--- config.mk ---
export PLATFORM = sky130hd
export DESIGN_NAME = sram_port_arbiter
export DESIGN_NICKNAME = d
export VERILOG_FILES = /design/src/rtl/sram_port_arbiter_pkg.sv /design/src/rtl/sram_port_arbiter_rr_select.sv /design/src/rtl/sram_port_arbiter.sv
export SDC_FILE = /design/constraint.sdc
export NUM_CORES = 1
export LEC_CHECK = 0
export ABC_CLOCK_PERIOD_IN_PS = 3200
export CORE_UTILIZATION = 35
export CTS_CLUSTER_DIAMETER = 80
export CTS_CLUSTER_SIZE = 12
export DETAILED_ROUTE_END_ITERATION = 12
export PLACE_DENSITY = 0.9
export SETUP_SLACK_MARGIN = 0.4
export SLEW_MARGIN = 15
export SYNTH_ARGS = -nofsm -noshare
export SYNTH_HDL_FRONTEND = slang
export SYNTH_SLANG_ARGS = --single-unit
--- constraint.sdc ---
create_clock -name clock_i -period 3.2 [get_ports clock_i]
set_input_delay 0.32 -clock clock_i [delete_from_list [all_inputs] [get_ports clock_i]]
set_output_delay 0.32 -clock clock_i [all_outputs]
set_load 0.02 [all_outputs]
--- src/rtl/sram_port_arbiter_pkg.sv ---
`default_nettype none
// +-----------------------------------------------------------------------+
// | sram_port_arbiter_pkg: shared types for the SRAM port arbiter          |
// | Rev 1.0                                                               |
// +-----------------------------------------------------------------------+
package sram_port_arbiter_pkg;

  typedef enum logic [1:0] {
    IDLE     = 2'd0,
    LOCKED_A = 2'd1,
    LOCKED_B = 2'd2
  } arb_state_e;

  localparam logic REQ_A = 1'b0;
  localparam logic REQ_B = 1'b1;

endpackage
`default_nettype wire

--- src/rtl/sram_port_arbiter_rr_select.sv ---
`default_nettype none
// +-----------------------------------------------------------------------+
// | sram_rr_select: two-way round-robin pick from requests and last winner |
// | Rev 1.0                                                               |
// +-----------------------------------------------------------------------+
module sram_rr_select
  import sram_port_arbiter_pkg::*;
(
  input  logic       requestA_i,
  input  logic       requestB_i,
  input  logic       lastGrant_i,
  output logic [1:0] grant_o,
  output logic       winner_o
);

  always_comb begin
    winner_o = REQ_A;
    // On a tie the requester that did not win last time goes first
    if (requestA_i && requestB_i) begin
      winner_o = ~lastGrant_i;
    end else if (requestB_i) begin
      winner_o = REQ_B;
    end
    grant_o = 2'b00;
    if (requestA_i || requestB_i) begin
      grant_o = (winner_o == REQ_B) ? 2'b10 : 2'b01;
    end
  end

endmodule
`default_nettype wire

--- src/rtl/sram_port_arbiter.sv ---
`default_nettype none
// +-----------------------------------------------------------------------+
// | sram_port_arbiter: shares one SSRAM port between requesters A and B    |
// | Rev 1.0                                                               |
// +-----------------------------------------------------------------------+
module sram_port_arbiter
  import sram_port_arbiter_pkg::*;
#(
  parameter  int BITWIDTH        = 32,
  parameter  int NR_OF_ENTRIES   = 512,
  parameter  int MAX_LOCK_CYCLES = 16,
  localparam int AW              = $clog2(NR_OF_ENTRIES)
) (
  input  logic                clock_i,
  input  logic                nReset_i,
  input  logic                requestA_i,
  input  logic                lockA_i,
  input  logic                writeEnableA_i,
  input  logic [AW-1:0]       addressA_i,
  input  logic [BITWIDTH-1:0] dataInA_i,
  output logic                grantA_o,
  output logic                readValidA_o,
  output logic [BITWIDTH-1:0] dataOutA_o,
  input  logic                requestB_i,
  input  logic                lockB_i,
  input  logic                writeEnableB_i,
  input  logic [AW-1:0]       addressB_i,
  input  logic [BITWIDTH-1:0] dataInB_i,
  output logic                grantB_o,
  output logic                readValidB_o,
  output logic [BITWIDTH-1:0] dataOutB_o,
  output logic [AW-1:0]       sramAddress_o,
  output logic                sramWriteEnable_o,
  output logic [BITWIDTH-1:0] sramDataIn_o,
  input  logic [BITWIDTH-1:0] sramDataOut_i
);

  localparam int CW = $clog2(MAX_LOCK_CYCLES + 1);

  arb_state_e          state_q;
  logic                lastGrant_q;
  logic [CW-1:0]       lockCount_q;
  logic                pendingReadA_q;
  logic                pendingReadB_q;
  logic [AW-1:0]       addrHold_q;
  logic [BITWIDTH-1:0] dataHold_q;

  logic [1:0] rrGrant;
  logic       rrWinner;
  logic [1:0] grantVec;
  logic       selId;
  logic       anyGrant;
  logic       selLock;
  logic       selWe;

  sram_rr_select u_rr_select (
    .requestA_i  (requestA_i),
    .requestB_i  (requestB_i),
    .lastGrant_i (lastGrant_q),
    .grant_o     (rrGrant),
    .winner_o    (rrWinner)
  );

  always_comb begin
    grantVec = 2'b00;
    selId    = REQ_A;
    case (state_q)
      IDLE: begin
        grantVec = rrGrant;
        selId    = rrWinner;
      end
      LOCKED_A: begin
        grantVec = {1'b0, requestA_i};
        selId    = REQ_A;
      end
      LOCKED_B: begin
        grantVec = {requestB_i, 1'b0};
        selId    = REQ_B;
      end
      default: ;
    endcase
    if (!nReset_i) begin
      grantVec = 2'b00;
    end
  end

  assign anyGrant = |grantVec;
  assign grantA_o = grantVec[0];
  assign grantB_o = grantVec[1];
  assign selLock  = (selId == REQ_B) ? lockB_i : lockA_i;
  assign selWe    = (selId == REQ_B) ? writeEnableB_i : writeEnableA_i;

  // Idle cycles keep the last address/data on the bus to avoid toggling
  assign sramWriteEnable_o = anyGrant & selWe;
  assign sramAddress_o     = !anyGrant ? addrHold_q :
                             (selId == REQ_B) ? addressB_i : addressA_i;
  assign sramDataIn_o      = !anyGrant ? dataHold_q :
                             (selId == REQ_B) ? dataInB_i : dataInA_i;

  assign readValidA_o = pendingReadA_q;
  assign readValidB_o = pendingReadB_q;
  assign dataOutA_o   = pendingReadA_q ? sramDataOut_i : '0;
  assign dataOutB_o   = pendingReadB_q ? sramDataOut_i : '0;

  always_ff @(posedge clock_i) begin
    if (anyGrant) begin
      addrHold_q <= sramAddress_o;
      dataHold_q <= sramDataIn_o;
    end
  end

  always_ff @(posedge clock_i) begin
    if (!nReset_i) begin
      state_q        <= IDLE;
      lastGrant_q    <= REQ_B;
      lockCount_q    <= '0;
      pendingReadA_q <= 1'b0;
      pendingReadB_q <= 1'b0;
    end else begin
      pendingReadA_q <= grantVec[0] & ~writeEnableA_i;
      pendingReadB_q <= grantVec[1] & ~writeEnableB_i;
      if (anyGrant) begin
        lastGrant_q <= selId;
      end
      case (state_q)
        IDLE: begin
          if (anyGrant && selLock) begin
            state_q     <= (selId == REQ_B) ? LOCKED_B : LOCKED_A;
            lockCount_q <= CW'(1);
          end
        end
        LOCKED_A, LOCKED_B: begin
          // Owner dropped, released, or used up its burst allowance
          if (!anyGrant || !selLock ||
              lockCount_q >= CW'(MAX_LOCK_CYCLES - 1)) begin
            state_q     <= IDLE;
            lockCount_q <= '0;
          end else begin
            lockCount_q <= lockCount_q + CW'(1);
          end
        end
        default: begin
          state_q     <= IDLE;
          lockCount_q <= '0;
        end
      endcase
    end
  end

endmodule
`default_nettype wire

==> metrics.md <==
| Metric | Value |
|---|---|
| Status | complete, no violations |
| Cell area after synthesis | 3141 um^2 |
| Worst VDD drop | approximately 350 uV |
| Initial antenna violation count | 1 |
| DRT antenna net count | 0 |
| Top post-synthesis cells by area | edfxtp_1, mux2i_1, and2_1 |
| Syn Inst Count | between 300 and 400 |
| CTS buffer count | 5 |
| Top-area cell type share of the netlist area | roughly 39% |
| Worst skew pair latency | a little over 0.3 ns |
| Max-cap violations | 0 |
| #FFs+latches synth | 51 |
| Compound-Gate Fraction of Synth Area | 10.96% |
| Post-route clock skew | between 0.01 and 0.015 ns |
| WL/cell | about 16 um |
| Internal Power | ~0.0019 W |
| Crit end category | output pin |
| Row count | 34 |
| Drt initial violations | 66 |
| Class of the most critical hold timing path | flip-flop to flip-flop |
| Gr ovfl total | 0 |
| RSZ-0062 raised after global routing | yes |
| Die outline height | ~97 um |
| Mean Syn Cell Area | about 9.8 um^2 |
| CTS clock-pin slew for the worst setup and hold paths | approximately 0.10 ns |
| Share of cells above drive strength 1 | under 10% |
| Post-Synth Simple-Gate Area | between 20% and 30% |
| Register area share after synthesis | a little under half |
| Top post-synthesis cells by count | and2_1, nor2_1, a21oi_1, mux2i_1, edfxtp_1 |
| Hold Violations, Final | 0 |
| Largest net degree at the start of global routing | 36 |
| Final period utilization | a little over four fifths |
| Period minus WS final | ~2.7 ns |
| Vias/cell | between 4 and 5 |
| Fin. max-slew vios | 0 |
| Final #Nets | roughly 680 |
| # setup viols final | 0 |
| TNS Setup | 0 ns |
| CTS Sinks | approximately 50 |
| R2R Setup Slk | 0.92 ns |
| Count leader, synth | and2_1 |
| DRT Pass-1 Iters | 5 |
| TritonCTS clock tree | done |
| Post-Synth Adder-Cell Area | 2.390% |
| Synth warnings | 0 |
| Distinct cells, synth | 32 |
| XOR/XNOR share of the synthesized area | 0% |
| Clock share of power | 11.7% |
| Transition time of the tightest slew-check pin | ~0.85 ns |
| CP arrival | around 2.4 ns |
| FFs w/ async S/R, synth | 0% |
| Starting Density | a little over a third |
| Hold Path Depth | 2 |
| Number of flops mapped to enable cells by yosys | 41 |
| I/O pin cnt | about 230 |
| Via Count | 3,174 |
| Global-route wire length before repair | 16,170 um |
| Drt total wl | approximately 10,000 um |
| Core Area | a little under 9000 um^2 |
| Hold endpoint | lockCount_q[2]$_SDFFE_PN0P_ |
| CP max FO | 11 |
| Port Buf Inserts | roughly 230 |
| Combinational family with the most area after synthesis | simple AND/OR/NAND/NOR gates |
| Mux cell area share after synthesis | 14.10% |
| Leak Pwr | around 2.4 nW |
| Sequential Power Share | 31.3% |
| Leading area contributor after synthesis | edfxtp_1 |
| Max_slew headroom | 43.22% |
| HPWL Detailed | about 7800 um |
| Reg2Reg Depth | 10 |
| Total power divided by cell area | approximately 550 nW/um^2 |
| DRC | 0 |
| Combinational Power Share | between 50% and 60% |
| WS Path Type | flip-flop to output pin |
| Worst R2R End | state_q[1]$_SDFFE_PN0P_ |
| GRT Total Usage | between 20 and 25% |
| Syn_nets | between 400 and 500 |
| Hold_sp | lockCount_q[2]$_SDFFE_PN0P_ |
| Die width | a little under 100 um |
| Worst path required time | ~2.9 ns |
| Main synth FF type | edfxtp_1 |
| Root buffer cell | clkbuf_8 |
| Final Wtd Congestion | around 0.77 |
| Crit path launch type | flip-flop |
| Die area | about 9400 um^2 |
| Power Total | between 0.003 and 0.004 W |
| FMAX | between 300 and 400 MHz |
| R2r startpoint | state_q[0]$_SDFFE_PN0P_ |
| Switching pwr | 0.001267 W |
| Net Sw Frac | 39.67% |
| Layout area overhead | 83.51% |
| Clock buffer depth | 2 |
| CTS H-Tree Depth | 2 |
| Vias in the first global route | between 3k and 4k |
==> worst max-delay path: stages, from the launching register on <==
cell and delay, ns:
dfxtp_2 0.35, inv_1 0.08, ha_2 0.26, a21boi_2 0.26, a21oi_4 0.09, buf_12 0.15
clkbuf_16 0.18, mux2i_1 0.13, a21oi_1 0.21, dlygate4sd2_1 0.37
==> flip-flops by register name, summed over array words and instances, names as in the netlist <==
| signal | flops |
|---|---|
| state_q | 2 |
| addrHold_q | 9 |
| lastGrant_q | 1 |
| dataHold_q | 32 |
| readValidA_o | 1 |
| readValidB_o | 1 |
| lockCount_q | 5 |
==> logic make-up (layout without fill, tap and decap cells) <==
group | Yosys count | after routing
AND/OR/NAND/NOR | 134 | 134
AO/OA/AOI/OAI | 59 | 59
flip-flops | 51 | 51
multiplexers | 43 | 43
buffers and inverters | 26 | 255
adder cells (fa/ha/maj) | 6 | 6
other | 0 | 1
==> layout by cell type, fill, tap and decap left out, types with 5 or more instances in the layout <==
master and count:
nor2b_1 5, a21oi_1 43, clkdlybuf4s50_1 189, clkbuf_2 9, dfxtp_1 8, dlygate4sd2_1 17
nor2_1 45, and2_1 64, clkbuf_8 5, inv_1 5, ha_1 5, mux2i_1 42
edfxtp_1 41, clkdlybuf4s15_1 14, nand2_1 5
==> per-stage QoR <==
step / setup WS, ns / utilization (%) / cell area (um^2) / hold WS (ns) / instances
after floorplan: 0.5321 / - / 3141 / 0.3916 / 319
after global placement: 0.3975 / 63.92 / 5574 / 0.5000 / 641
after detailed placement: 0.2875 / 63.92 / 5574 / 0.5204 / 641
after CTS: 0.3248 / 65.58 / 5719 / 0.5373 / 654
after global routing: 0.3763 / 66.08 / 5763 / 0.5708 / 657
final: 0.5008 / 66.08 / 5763 / 0.5369 / 657
==> how the worst max path moves through the flow <==
stage	from	to	slack (ns)	cells past startpoint
CTS	state_q[0]$_SDFFE_PN0P_	sramAddress_o[1]	0.32	8
detailed placement	requestB_i	sramAddress_o[1]	0.29	7
global route	state_q[0]$_SDFFE_PN0P_	sramAddress_o[1]	0.38	9
finish	state_q[0]$_SDFFE_PN0P_	sramDataIn_o[11]	0.50	9
floorplan	state_q[0]$_SDFFE_PN0P_	dataHold_q[22]$_DFFE_PN_	0.53	7
global placement	requestB_i	sramDataIn_o[0]	0.40	7
==> area by class of cell <==
| cell class | count | area [um^2] |
|---|---|---|
| flip-flops and latches | 51 | 1434 |
| fillers | 699 | 2958 |
| repair buffers | 242 | 2469 |
| well taps | 108 | 135.1 |
| multi-input cells | 242 | 1619 |
| clock buffers | 6 | 72.57 |
| diodes | 1 | 2.502 |
| inverters | 5 | 18.77 |
| clock inverters | 2 | 12.51 |
==> power groups by stage <==
stage               logic (W)  registers, W  clock network [W]
finish                0.00182      0.000998           0.000374
global route          0.00194       0.00102           0.000411
CTS                   0.00177      0.000999           0.000384
detailed placement    0.00178       0.00101                  0
global placement      0.00174       0.00100                  0
floorplan             0.00101      0.000986                  0
==> layer usage <==
layer	vias to the layer above	part of all wire (%)	GRT usage (%)
met1	1459	37	22.45
met2	139	56	42.69
met5	-	0	0
li1	1564	-	-
met4	0	1.4	5.741
met3	12	6.1	5.058
==> timing repair <==
item	4_1_cts	5_1_grt
pin swaps	2	1
hold buffers	0	0
setup buffers	2	1
endpoints found under the setup margin	42	41
resized for setup	49	37
cloned	3	1
Power figures use the tool's default switching activity.
